--- src/rtl/alu_pkg.sv ---
// Shared opcodes, flag layout and arbiter state encoding for the ALU-sharing block.
package alu_pkg;

    localparam logic [2:0] ALU_PASSB = 3'b000;
    localparam logic [2:0] ALU_ADD   = 3'b010;
    localparam logic [2:0] ALU_SUB   = 3'b011;
    localparam logic [2:0] ALU_AND   = 3'b100;
    localparam logic [2:0] ALU_OR    = 3'b101;
    localparam logic [2:0] ALU_XOR   = 3'b110;

    typedef struct packed {
        logic negative;
        logic zero;
        logic overflow;
        logic carry_out;
    } alu_flags_t;

    typedef enum logic {
        IDLE = 1'b0,
        HOLD = 1'b1
    } arb_state_e;

endpackage

--- src/rtl/alu.sv ---
// Combinational WIDTH-bit ALU. Subtract reports carry_out as "no borrow" (A >= B unsigned);
// reserved opcodes yield a zero result.
module alu
    import alu_pkg::*;
#(
    parameter int WIDTH = 64
) (
    input  logic [WIDTH-1:0] a_i,
    input  logic [WIDTH-1:0] b_i,
    input  logic [2:0]       cntrl_i,
    output logic [WIDTH-1:0] result_o,
    output alu_flags_t       flags_o
);

    logic [WIDTH:0] sum;

    always_comb begin
        sum      = '0;
        result_o = '0;
        flags_o  = '0;
        case (cntrl_i)
            ALU_PASSB: result_o = b_i;
            ALU_ADD: begin
                sum               = {1'b0, a_i} + {1'b0, b_i};
                result_o          = sum[WIDTH-1:0];
                flags_o.carry_out = sum[WIDTH];
                flags_o.overflow  = (a_i[WIDTH-1] == b_i[WIDTH-1]) && (sum[WIDTH-1] != a_i[WIDTH-1]);
            end
            ALU_SUB: begin
                sum               = {1'b0, a_i} + {1'b0, ~b_i} + {{WIDTH{1'b0}}, 1'b1};
                result_o          = sum[WIDTH-1:0];
                flags_o.carry_out = sum[WIDTH];
                flags_o.overflow  = (a_i[WIDTH-1] != b_i[WIDTH-1]) && (sum[WIDTH-1] != a_i[WIDTH-1]);
            end
            ALU_AND: result_o = a_i & b_i;
            ALU_OR:  result_o = a_i | b_i;
            ALU_XOR: result_o = a_i ^ b_i;
            default: result_o = '0;
        endcase
        flags_o.negative = result_o[WIDTH-1];
        flags_o.zero     = (result_o == '0);
    end

endmodule

--- src/rtl/rr_arbiter2.sv ---
// Two-way round-robin arbiter: the priority pointer flips away from whichever port was granted.
module rr_arbiter2 (
    input  logic       clk,
    input  logic       reset_n,
    input  logic [1:0] req,
    input  logic       en,
    output logic [1:0] grant
);

    logic prio_q, prio_d;

    always_comb begin
        grant  = '0;
        prio_d = prio_q;
        if (en && (|req)) begin
            if (req[prio_q]) grant[prio_q]  = 1'b1;
            else             grant[~prio_q] = 1'b1;
            prio_d = ~grant[1];
        end
    end

    always_ff @(posedge clk or negedge reset_n) begin
        if (!reset_n) prio_q <= 1'b0;
        else          prio_q <= prio_d;
    end

endmodule

--- src/rtl/alu_share_arbiter.sv ---
// Time-multiplexes one ALU between the PC adder (port 0) and execute operands (port 1),
// one op in flight, with a registered per-port-tagged response.
module alu_share_arbiter
    import alu_pkg::*;
#(
    parameter int WIDTH = 64,
    parameter int NREQ  = 2
) (
    input  logic                        clk,
    input  logic                        reset_n,
    input  logic [NREQ-1:0]             req_valid,
    output logic [NREQ-1:0]             req_ready,
    input  logic [NREQ-1:0][WIDTH-1:0]  req_A,
    input  logic [NREQ-1:0][WIDTH-1:0]  req_B,
    input  logic [NREQ-1:0][2:0]        req_cntrl,
    output logic                        rsp_valid,
    output logic                        rsp_id,
    input  logic                        rsp_ready,
    output logic [WIDTH-1:0]            rsp_result,
    output logic [3:0]                  rsp_flags
);

    arb_state_e       state_q, state_d;
    logic             can_issue;
    logic [NREQ-1:0]  grant;
    logic             gid;
    logic [WIDTH-1:0] alu_result;
    alu_flags_t       alu_flags;
    logic [WIDTH-1:0] rsp_result_q;
    alu_flags_t       rsp_flags_q;
    logic             rsp_id_q;

    // Draining the held response frees the slot for a same-cycle refill.
    assign can_issue = (state_q == IDLE) || rsp_ready;

    rr_arbiter2 u_arb (
        .clk     (clk),
        .reset_n (reset_n),
        .req     (req_valid),
        .en      (can_issue),
        .grant   (grant)
    );

    assign req_ready = reset_n ? grant : '0;
    assign gid       = grant[1];

    alu #(.WIDTH(WIDTH)) u_alu (
        .a_i      (req_A[gid]),
        .b_i      (req_B[gid]),
        .cntrl_i  (req_cntrl[gid]),
        .result_o (alu_result),
        .flags_o  (alu_flags)
    );

    always_comb begin
        state_d = state_q;
        if (|grant)         state_d = HOLD;
        else if (rsp_ready) state_d = IDLE;
    end

    always_ff @(posedge clk or negedge reset_n) begin
        if (!reset_n) begin
            state_q      <= IDLE;
            rsp_result_q <= '0;
            rsp_flags_q  <= '0;
            rsp_id_q     <= 1'b0;
        end else begin
            state_q <= state_d;
            if (|grant) begin
                rsp_result_q <= alu_result;
                rsp_flags_q  <= alu_flags;
                rsp_id_q     <= gid;
            end
        end
    end

    assign rsp_valid  = (state_q == HOLD);
    assign rsp_id     = rsp_id_q;
    assign rsp_result = rsp_result_q;
    assign rsp_flags  = rsp_flags_q;

endmodule

--- config.mk ---
export PLATFORM = sky130hd
export DESIGN_NAME = alu_share_arbiter
export DESIGN_NICKNAME = d
export VERILOG_FILES = /design/src/rtl/alu_pkg.sv /design/src/rtl/alu.sv /design/src/rtl/rr_arbiter2.sv /design/src/rtl/alu_share_arbiter.sv
export SDC_FILE = /design/constraint.sdc
export NUM_CORES = 1
export LEC_CHECK = 0
export CORE_MARGIN = 5
export CORE_UTILIZATION = 43
export CTS_CLUSTER_DIAMETER = 200
export DETAILED_ROUTE_END_ITERATION = 10
export PLACE_DENSITY = 0.68
export SLEW_MARGIN = 15
export SYNTH_ARGS = -nofsm -noshare
export SYNTH_HDL_FRONTEND = slang
export SYNTH_HIERARCHICAL = 1
export SYNTH_SLANG_ARGS = --single-unit
--- constraint.sdc ---
create_clock -name clk -period 13.3 [get_ports clk]
set_clock_uncertainty 0.1 [all_clocks]
set_input_delay 3.99 -clock clk [delete_from_list [all_inputs] [get_ports clk]]
set_output_delay 3.99 -clock clk [all_outputs]
set_load 0.02 [all_outputs]
==> flow_metrics.tcl <==
set metrics [dict create \
    core_um2 40600 \
    grt_usage_pct 36.7 \
    post-cts-setup-buffer-count 0 \
    path_class "primary input to register" \
    vias 21029 \
    synth_async_sr_flop_share_pct 100 \
    grt_first_pass_wirelength_um 128000 \
    status "finished clean" \
    cts_hold_buf 0 \
    synthCells 2395 \
    cp_slowest_cell "a21boi_0" \
    clock_latency_ns 0.36 \
    grt_pass1_vias 20615 \
    drtIter0Drc 2448 \
    ys_ff_latch 71 \
    ir_drop_v 0.000129 \
    regToRegSetupSlack_ns 6.04 \
    worstPathMaxFanout 40 \
    nets 3106 \
    yosysTopAreaCellShare_pct 14.9 \
    clkSlewWorstSetupHoldPaths_ns 0.06 \
    worstPathCellList "clkdlybuf4s50_1 -> nand2b_1 -> nand2_1 -> a21oi_4 -> buf_12 -> mux2_2 -> inv_1 -> ha_1 -> nor4_2 -> nand3_1 -> a2111oi_2 -> o31ai_1 -> a21boi_0 -> o21ai_0 -> a211oi_1 -> a211o_1 -> nand3_1 -> nor4_1 -> nor4b_2 -> nand4_1 -> nor2b_1 -> mux2_2" \
    max_freq_ghz 0.0910 \
    yosys.area.top_type "ha_1" \
    initial_utilization_pct 43.3 \
    period_share_pct 82.6 \
    reg2regPathDepth 21 \
    cts-resized-gates 0 \
    row_count 74 \
    antenna_found_initial 1 \
    hold_depth 1 \
    cts_buffers 9 \
    first_pass_iters 6 \
    power.total_mw 2.95 \
    synth_area_per_cell_um2 7.35 \
    drc 0 \
    start_kind "primary input" \
    layout_common_cells "clkdlybuf4s50_1, ha_1, inv_1" \
    post_dp_cell_area_um2 21200 \
    drtAntennaViolNets 0 \
    synth_cell_types 103 \
    seq_area_frac_synth_pct 10.1 \
    gp_congestion 1.01 \
    drt-vias-per-instance 6.64 \
    hp-class "register to register" \
    wirelength_um 87300 \
    grt_max_degree 92 \
    r2r-end "rsp_flags[2]" \
    yosys_warnings 6 \
    setup_tns_ns 0 \
    worst_pin_slew_ns 1.28 \
    hold_slack_ns 0.392 \
    slowest_delay_ns 0.66 \
    syn_nets 2873 \
    synth_top_flop_cell "dfrtp_1" \
    dieArea_um2 45100 \
    hold_start "rsp_id" \
    clock_path_buffers 2 \
    clockRootBuffer "clkbuf_16" \
    ios 339 \
    reg2reg_from "rsp_valid" \
    die_x_um 212 \
    cp.arrival_ns 11.19 \
    layout_commonest_cell "clkdlybuf4s50_1" \
    die_h_um 212 \
    slew_headroom_pct 14.4 \
    hold_viol 0 \
    slew_violations 0 \
    required_ns 13.50 \
    synth_area_um2 17600 \
    cap_violations 0 \
    n_fill_cell 3974 \
    p_leak_nw 8.93 \
    wire_per_inst_um 27.6 \
    cts.sink_count 71 \
    placedCellCount 3149 \
    period_minus_slack_ns 10.99 \
    cellPowerDensity_nw_per_um2 137 \
    htree_levels 3 \
    whs_endpoint "rsp_id" \
    cts_tree "built" \
    setup_viol 0 \
    hpwlAfterDp_um 68300 \
    synth_edf_count 0 \
    io_buffers 338 \
    synthTopCellsByArea "ha_1, mux2_2, dfrtp_1" \
    fin_area_um2 21500 \
    syn2layout_area_growth_pct 22.0 \
    layout.cells.non_filler 3166 \
    overflow 0 \
    endpoint_kind "register" \
    rsz0062_at_grt "false" \
    layout-drive-gt1-share_pct 12.2 \
]
==> cells in the mapped netlist, types with 17 or more instances <==
| cell type | instances |
|---|---|
| a211oi_1 | 33 |
| a21o_1 | 29 |
| a21oi_1 | 190 |
| a221oi_1 | 28 |
| a22oi_1 | 40 |
| a31oi_1 | 24 |
| and2_1 | 18 |
| buf_1 | 17 |
| buf_2 | 20 |
| clkbuf_1 | 84 |
| dfrtp_1 | 71 |
| ha_1 | 209 |
| inv_1 | 207 |
| mux2_2 | 193 |
| nand2_1 | 173 |
| nand2b_1 | 28 |
| nand3_1 | 46 |
| nand4_1 | 42 |
| nor2_1 | 191 |
| nor2b_1 | 24 |
| nor3_1 | 62 |
| nor4_1 | 37 |
| o211ai_1 | 51 |
| o21ai_0 | 168 |
| o21bai_1 | 26 |
| o31ai_1 | 33 |
| or3_1 | 18 |
==> layout make-up <==
type                    instances  area, um2  area share (%)
diodes                          1       2.50          0.0116
repair buffers                373       3680            17.1
flip-flops and latches         71       1780            8.27
clock buffers                  10        239            1.11
clock inverters                 6       45.0           0.210
well taps                     532        666            3.10
multi-input cells            1963      14300            66.5
inverters                     210        788            3.67
==> flip-flops by register name (all words and copies together), names as in the netlist <==
signal        flops
rsp_valid         1
u_arb/prio_q      1
rsp_id            1
rsp_flags         4
rsp_result       64
==> worst max path at each step <==
stage          slack [ns]       from  cells after the start      endpoint
2_1_floorplan        4.23  rsp_ready                      7  req_ready[1]
5_1_grt              2.00  rsp_ready                     23  rsp_flags[2]
4_1_cts              2.45  rsp_ready                     22  rsp_flags[2]
6_report             2.31  rsp_ready                     22  rsp_flags[2]
3_3_place_gp         2.10  rsp_ready                     22  rsp_flags[2]
3_5_place_dp         2.10  rsp_ready                     22  rsp_flags[2]
==> per-layer routing <==
layer / GRT usage [%] / vias to the layer above / share of wire, %
met4: 16.8 / 4 / 5.4
li1: - / 9337 / -
met5: 0 / - / 0.039
met3: 6.57 / 280 / 9.6
met2: 61.7 / 1279 / 46
met1: 45.9 / 10129 / 39
==> through the flow <==
step | utilization (%) | worst slack [ns]
detailed placement | 52.2 | 2.10
global route | 52.9 | 2.00
global placement | 52.2 | 2.10
floorplan | - | 4.23
finish | 52.9 | 2.31
CTS | 52.9 | 2.45
==> worst max-delay path: cells and delay by family <==
kind                     cells  cell delay [ns]
multiplexers                 2             0.55
buffers and inverters        3             0.86
AO/OA/AOI/OAI                7             2.91
adder cells (fa/ha/maj)      1             0.41
AND/OR/NAND/NOR              9             2.39
==> cells by family after synthesis <==
| family | synth area share, % |
|---|---|
| compound gates | 31.2 |
| xor+xnor | 0.448 |
| mux | 14.0 |
| flops | 10.1 |
| buf+inv | 8.97 |
| simple gates | 20.3 |
| fa+ha+maj | 15.1 |
==> power breakdown <==
part           total, mW  internal, mW  switching, mW
Clock              0.245         0.133          0.113
Sequential         0.387         0.319         0.0680
Combinational       2.31         0.878           1.44
Total               2.95          1.33           1.62
Note: power is estimated with default switching activity, not from simulation.
